File: config.mk
export PLATFORM = sky130hd
export DESIGN_NAME = addsub_result_acc
export DESIGN_NICKNAME = d
export VERILOG_FILES = /design/src/rtl/addsub_result_acc.sv
export SDC_FILE = /design/constraint.sdc
export NUM_CORES = 1
export LEC_CHECK = 0
export ABC_AREA = 1
export CAP_MARGIN = 5
export CORE_MARGIN = 2
export CORE_UTILIZATION = 27
export CTS_CLUSTER_SIZE = 20
export DETAILED_ROUTE_END_ITERATION = 12
export HOLD_SLACK_MARGIN = 0.06
export PLACE_DENSITY = 0.51
export SETUP_SLACK_MARGIN = 0.5
export SLEW_MARGIN = 30
export SYNTH_ARGS = -nofsm -noshare
export SYNTH_HDL_FRONTEND = slang
export SYNTH_SLANG_ARGS = --single-unit
File: constraint.sdc
create_clock -name clk -period 2.3 [get_ports clk]
set_input_delay 0.23 -clock clk [delete_from_list [all_inputs] [get_ports clk]]
set_output_delay 0.23 -clock clk [all_outputs]
set_load 0.03 [all_outputs]
File: src/rtl/addsub_result_acc.sv
// addsub_result_acc: accumulates signed adder/subtractor results over a group of
// N_SAMPLES transfers (or until flush) and presents the group total, sample count
// and overflow flag on a registered valid/ready output port.
// Optional feature macro: ACC_SATURATE_EN (clamp accumulator on overflow instead of wrapping).
module addsub_result_acc #(
  parameter int W         = 8,
  parameter int ACC_W     = 16,
  parameter int N_SAMPLES = 8,
  localparam int CNT_W    = $clog2(N_SAMPLES + 1)
) (
  input  logic             clk,
  input  logic             rst,
  input  logic             in_valid,
  output logic             in_ready,
  input  logic             in_cob,
  input  logic [W-1:0]     in_out,
  input  logic             in_sub,
  input  logic             flush,
  output logic             out_valid,
  input  logic             out_ready,
  output logic [ACC_W-1:0] out_acc,
  output logic [CNT_W-1:0] out_count,
  output logic             out_ovf
);

  typedef enum logic [1:0] {
    IDLE  = 2'd0,
    ACCUM = 2'd1,
    DONE  = 2'd2
  } state_t;

  localparam logic [ACC_W-1:0] ACC_MAX = {1'b0, {(ACC_W-1){1'b1}}};
  localparam logic [ACC_W-1:0] ACC_MIN = {1'b1, {(ACC_W-1){1'b0}}};
  localparam logic [CNT_W-1:0] CNT_LAST = CNT_W'(N_SAMPLES);

  state_t state, state_n;

  logic [ACC_W-1:0] acc, acc_n;
  logic [CNT_W-1:0] count, count_n;
  logic             ovf, ovf_n;

  logic             xfer;
  logic             close;
  logic             out_hs;
  logic [W:0]       raw;
  logic [ACC_W-1:0] ext;
  logic [ACC_W-1:0] sum;
  logic             add_ovf;
  logic [ACC_W-1:0] acc_add;

  assign xfer   = in_valid & in_ready;
  assign out_hs = out_valid & out_ready;

  // Widen the incoming sample: adds are unsigned (carry is magnitude), subs are
  // two's complement with the borrow bit acting as the sign.
  assign raw = {in_cob, in_out};
  assign ext = in_sub ? {{(ACC_W-W-1){raw[W]}}, raw}
                      : {{(ACC_W-W-1){1'b0}}, raw};

  // Signed overflow: operands share a sign and the sum's sign differs from it.
  assign sum     = acc + ext;
  assign add_ovf = (acc[ACC_W-1] == ext[ACC_W-1]) && (sum[ACC_W-1] != acc[ACC_W-1]);

`ifdef ACC_SATURATE_EN
  // Clamp toward the direction of the overflowing operands.
  assign acc_add = add_ovf ? (acc[ACC_W-1] ? ACC_MIN : ACC_MAX) : sum;
`else
  assign acc_add = sum;
`endif

  // Next values for accumulator, count and sticky overflow; close marks the
  // edge that finishes the group.
  always_comb begin
    acc_n   = acc;
    count_n = count;
    ovf_n   = ovf;
    close   = 1'b0;
    case (state)
      IDLE: begin
        if (xfer) begin
          acc_n   = ext;
          count_n = CNT_W'(1);
          ovf_n   = 1'b0;
          close   = flush || (N_SAMPLES == 1);
        end
      end
      ACCUM: begin
        if (xfer) begin
          acc_n   = acc_add;
          count_n = count + CNT_W'(1);
          ovf_n   = ovf | add_ovf;
        end
        close = flush || (xfer && (count_n == CNT_LAST));
      end
      DONE: begin
        if (out_ready) begin
          acc_n   = '0;
          count_n = '0;
          ovf_n   = 1'b0;
        end
      end
      default: begin
        acc_n   = '0;
        count_n = '0;
        ovf_n   = 1'b0;
      end
    endcase
  end

  // State register.
  always_ff @(posedge clk or posedge rst) begin
    if (rst) state <= IDLE;
    else     state <= state_n;
  end

  // Next-state logic; the unused encoding recovers to IDLE.
  always_comb begin
    state_n = state;
    case (state)
      IDLE:    if (xfer) state_n = close ? DONE : ACCUM;
      ACCUM:   if (close) state_n = DONE;
      DONE:    if (out_ready) state_n = IDLE;
      default: state_n = IDLE;
    endcase
  end

  // Output logic: samples are refused only while a result is waiting.
  always_comb begin
    in_ready = (state != DONE);
  end

  // Running accumulator state.
  always_ff @(posedge clk or posedge rst) begin
    if (rst) begin
      acc   <= '0;
      count <= '0;
      ovf   <= 1'b0;
    end else begin
      acc   <= acc_n;
      count <= count_n;
      ovf   <= ovf_n;
    end
  end

  // Registered result port: loads on the closing edge, holds through back-pressure
  // and keeps its data after the handshake.
  always_ff @(posedge clk or posedge rst) begin
    if (rst) begin
      out_valid <= 1'b0;
      out_acc   <= '0;
      out_count <= '0;
      out_ovf   <= 1'b0;
    end else if (close) begin
      out_valid <= 1'b1;
      out_acc   <= acc_n;
      out_count <= count_n;
      out_ovf   <= ovf_n;
    end else if (out_hs) begin
      out_valid <= 1'b0;
    end
  end

endmodule

==> flow_summary_export.csv <==
group,metric,value,unit
status,status,"finished clean",
timing,hold_ws,0.2035,ns
timing,setup_viol,0,
setup_path,cp.arrival,2.11,ns
synthesis,synth_edf_count,0,
global_routing,antenna_found_initial,0,
timing,slew_violations,0,
global_routing,grt_pass1_vias,3119,
timing,tightest_slew,0.4531,ns
pwr,power_density,1240,nW/um^2
clock_network,clock_latency,0.31,ns
clock_network,cts_tree,"yes",
pwr,finalPower,5.572,mW
global_routing,grt_max_degree,25,
clock_network,numClockSinks,45,
timing,fmax,525.8,MHz
setup_path,r2r_start,"acc[0]$_DFF_PP0_",
clock_network,hold_buffers,0,
layout,area_delta_synth_final,47.80,%
synthesis,ys.flop_type,"dfrtp_1",
hold_path,worstHoldPathType,"in -> async",
placed_design,place_congestion,0.9065,
synthesis,synth_area_per_cell,6.769,um^2
timing,fin_skew,0.01451,ns
synthesis,yosys.area.top_type_share,0.3705,
drt,drt_wl_total,9343,um
pwr,ir_drop,0.0004155,V
setup_path,endpoint_kind,"register",
die,io_pins,38,
timing,finalCritPeriodShare,0.8269,
drt,via_per_inst,4.708,
layout,nNetsFinal,543,
placed_design,portBuffers,37,
setup_path,r2r_slack,0.40,ns
synthesis,ys_ff_latch,45,
clock_network,clockBufferDepth,2,
synthesis,syn_nets,476,
layout,utilization,0.4125,
synthesis,postSynth.asyncResetShare,1.000,
die,core,10890,um^2
setup_path,cp_max_fo,3,
pwr,leakage,2.288,nW
timing,hold_viol_final,0,
die,dieArea,12120,um^2
synthesis,yosysSeqAreaShare,0.3705,
clock_network,clk_pin_slew,0.10,ns
setup_path,startpoint,"acc[0]$_DFF_PP0_",
drt,routedWlPerCell,14.22,um
clock_network,cts_htree_levels,2,
die,rows,38,
drt,firstDrtPassIters,4,
placed_design,hpwlAfterDp,6498,um
die,die_y,110.1,um
die,initial_core_util,0.2791,
synthesis,synth_cell_types,37,
setup_path,crit_type,"reg -> reg",
global_routing,grt.total_usage,0.1602,
timing,slew_headroom,0.6947,
synthesis,yosys_warnings,0,
synthesis,synthTopCellsByCount,"nand2_1, inv_1, dfrtp_1, nand3_1, o21ai_0",
drt,initialDrtViolationCount,192,
layout,nFillCells,1057,
timing,period_minus_slack,1.902,ns
drt,postRouteAntennaNets,0,
timing,finalSetupTns,0,ns
global_routing,overflow,0,
global_routing,grt_pass1_wl,15060,um
setup_path,start_kind,"register",
setup_path,crit_required,2.51,ns
layout,antenna_cells,0,
drt,num_vias,3093,
layout,drive_gt1_frac,0.2843,
synthesis,synth_area_leaders,"dfrtp_1, nand2_1, nand3_1",
clock_network,cts-buffers-inserted,5,
synthesis,yosysTopAreaCell,"dfrtp_1",
clock_network,cts_root_buf,"clkbuf_8",
synthesis,syn-cell-area,3039,um^2
drt,drc_errors,0,
flow_run,maxCapViolations,0,
timing,rsz0062_at_grt,"yes",
die,fp.dieW,110.1,um
synthesis,syn-instance-count,449,
synthesis,synth.most_common_cell,"nand2_1",
cell usage in the layout (no fill, tap or decap), drive strengths merged:
master / netlist / routed
nand3b: 1 / 1
o211ai: 2 / 2
dlygate4sd2: 0 / 4
or2: 2 / 2
a22o: 3 / 3
buf: 9 / 33
clkdlybuf4s50: 0 / 29
xor2: 1 / 1
clkbuf: 2 / 7
inv: 53 / 53
o21a: 1 / 1
o221ai: 1 / 1
o22ai: 1 / 1
a21oi: 17 / 17
nor3: 1 / 1
xnor2: 2 / 2
fa: 1 / 1
a31oi: 1 / 1
dfrtp: 45 / 45
a21o: 1 / 1
nand4: 3 / 3
o21bai: 2 / 2
bufinv: 0 / 1
nand3: 37 / 37
dlymetal6s2s: 0 / 4
a221oi: 1 / 1
clkinv: 0 / 1
o21ai: 30 / 30
ha: 11 / 11
nand2: 198 / 198
nor2: 23 / 23
per-layer routing:
metal,part of all wire,GRT usage
met5,0,0
met1,0.46,0.2157
met3,0.054,0.02704
met2,0.47,0.2599
met4,0.015,0.05536
cell families (layout without fill, tap and decap cells):
logic type                 count (synthesis)  count (layout)  share of synthesized area
AOI/OAI and AO/OA                         60              60                     0.1140
xor gates and xnor gates                   3               3                    0.01359
adders and majority gates                 12              12                    0.05187
buffers and inverters                     64             132                    0.09098
DFF                                       45              45                     0.3705
and+or+nand+nor                          265             265                     0.3590
sequential cells by signal, summed over array words and instances, names as in the netlist:
name,cells
count,4
out_valid,1
out_acc,16
out_count,4
out_ovf,1
state,2
acc,16
ovf,1
worst max-delay path, stage by stage, from the launching register on:
cell and delay, ns:
dfrtp_1 0.38, ha_2 0.19, inv_2 0.04, fa_2 0.38, o21bai_4 0.18, buf_4 0.14, a21oi_1 0.06, o21ai_1 0.08
a21oi_1 0.08, a21o_1 0.17, nand2_1 0.06, nand2_1 0.04
worst paths after layout:
kind,to,cells after the start
max in group asynchronous,ovf$_DFF_PP0_,3
setup reg to reg,out_acc[4]$_DFFE_PP0P_,11
hold / removal,out_acc[8]$_DFFE_PP0P_,2
hold reg to reg,out_acc[0]$_DFFE_PP0P_,2
min in group clk,acc[0]$_DFF_PP0_,3
setup / recovery,out_acc[4]$_DFFE_PP0P_,11
what timing repair did:
action,4_1_cts,5_1_grt
gates cloned,1,1
endpoints found under the setup margin,35,37
setup buffers,6,4
gates resized for setup,49,86
pin swaps,23,28
through the flow:
step                instances  instance area, um^2  setup WS (ns)
detailed placement        637                 3712        -0.1229
finish                    657                 4492         0.3981
global placement          637                 3712       -0.02530
floorplan                 449                 3068         0.3756
CTS                       652                 4148         0.4213
global route              657                 4492         0.2849
final cells by class:
| type | count | area [um^2] | share of cell area |
|---|---|---|---|
| clock inverters | 2 | 41.29 | 0.009192 |
| flip-flops and latches | 45 | 1129 | 0.2513 |
| repair buffers | 71 | 713.2 | 0.1588 |
| clock buffers | 6 | 82.58 | 0.01838 |
| inverters | 53 | 224.0 | 0.04986 |
| multi-input cells | 340 | 2127 | 0.4735 |
| well taps | 140 | 175.2 | 0.03900 |
power by group:
| part | leakage, nW | internal (mW) | switching [mW] | total (mW) |
|---|---|---|---|---|
| sequential | 0.584 | 1.10 | 0.219 | 1.32 |
| combinational | 1.64 | 1.44 | 2.15 | 3.60 |
| clock | 0.0633 | 0.361 | 0.297 | 0.658 |
| total | 2.29 | 2.90 | 2.67 | 5.57 |
(Power assumes the default switching activity.)
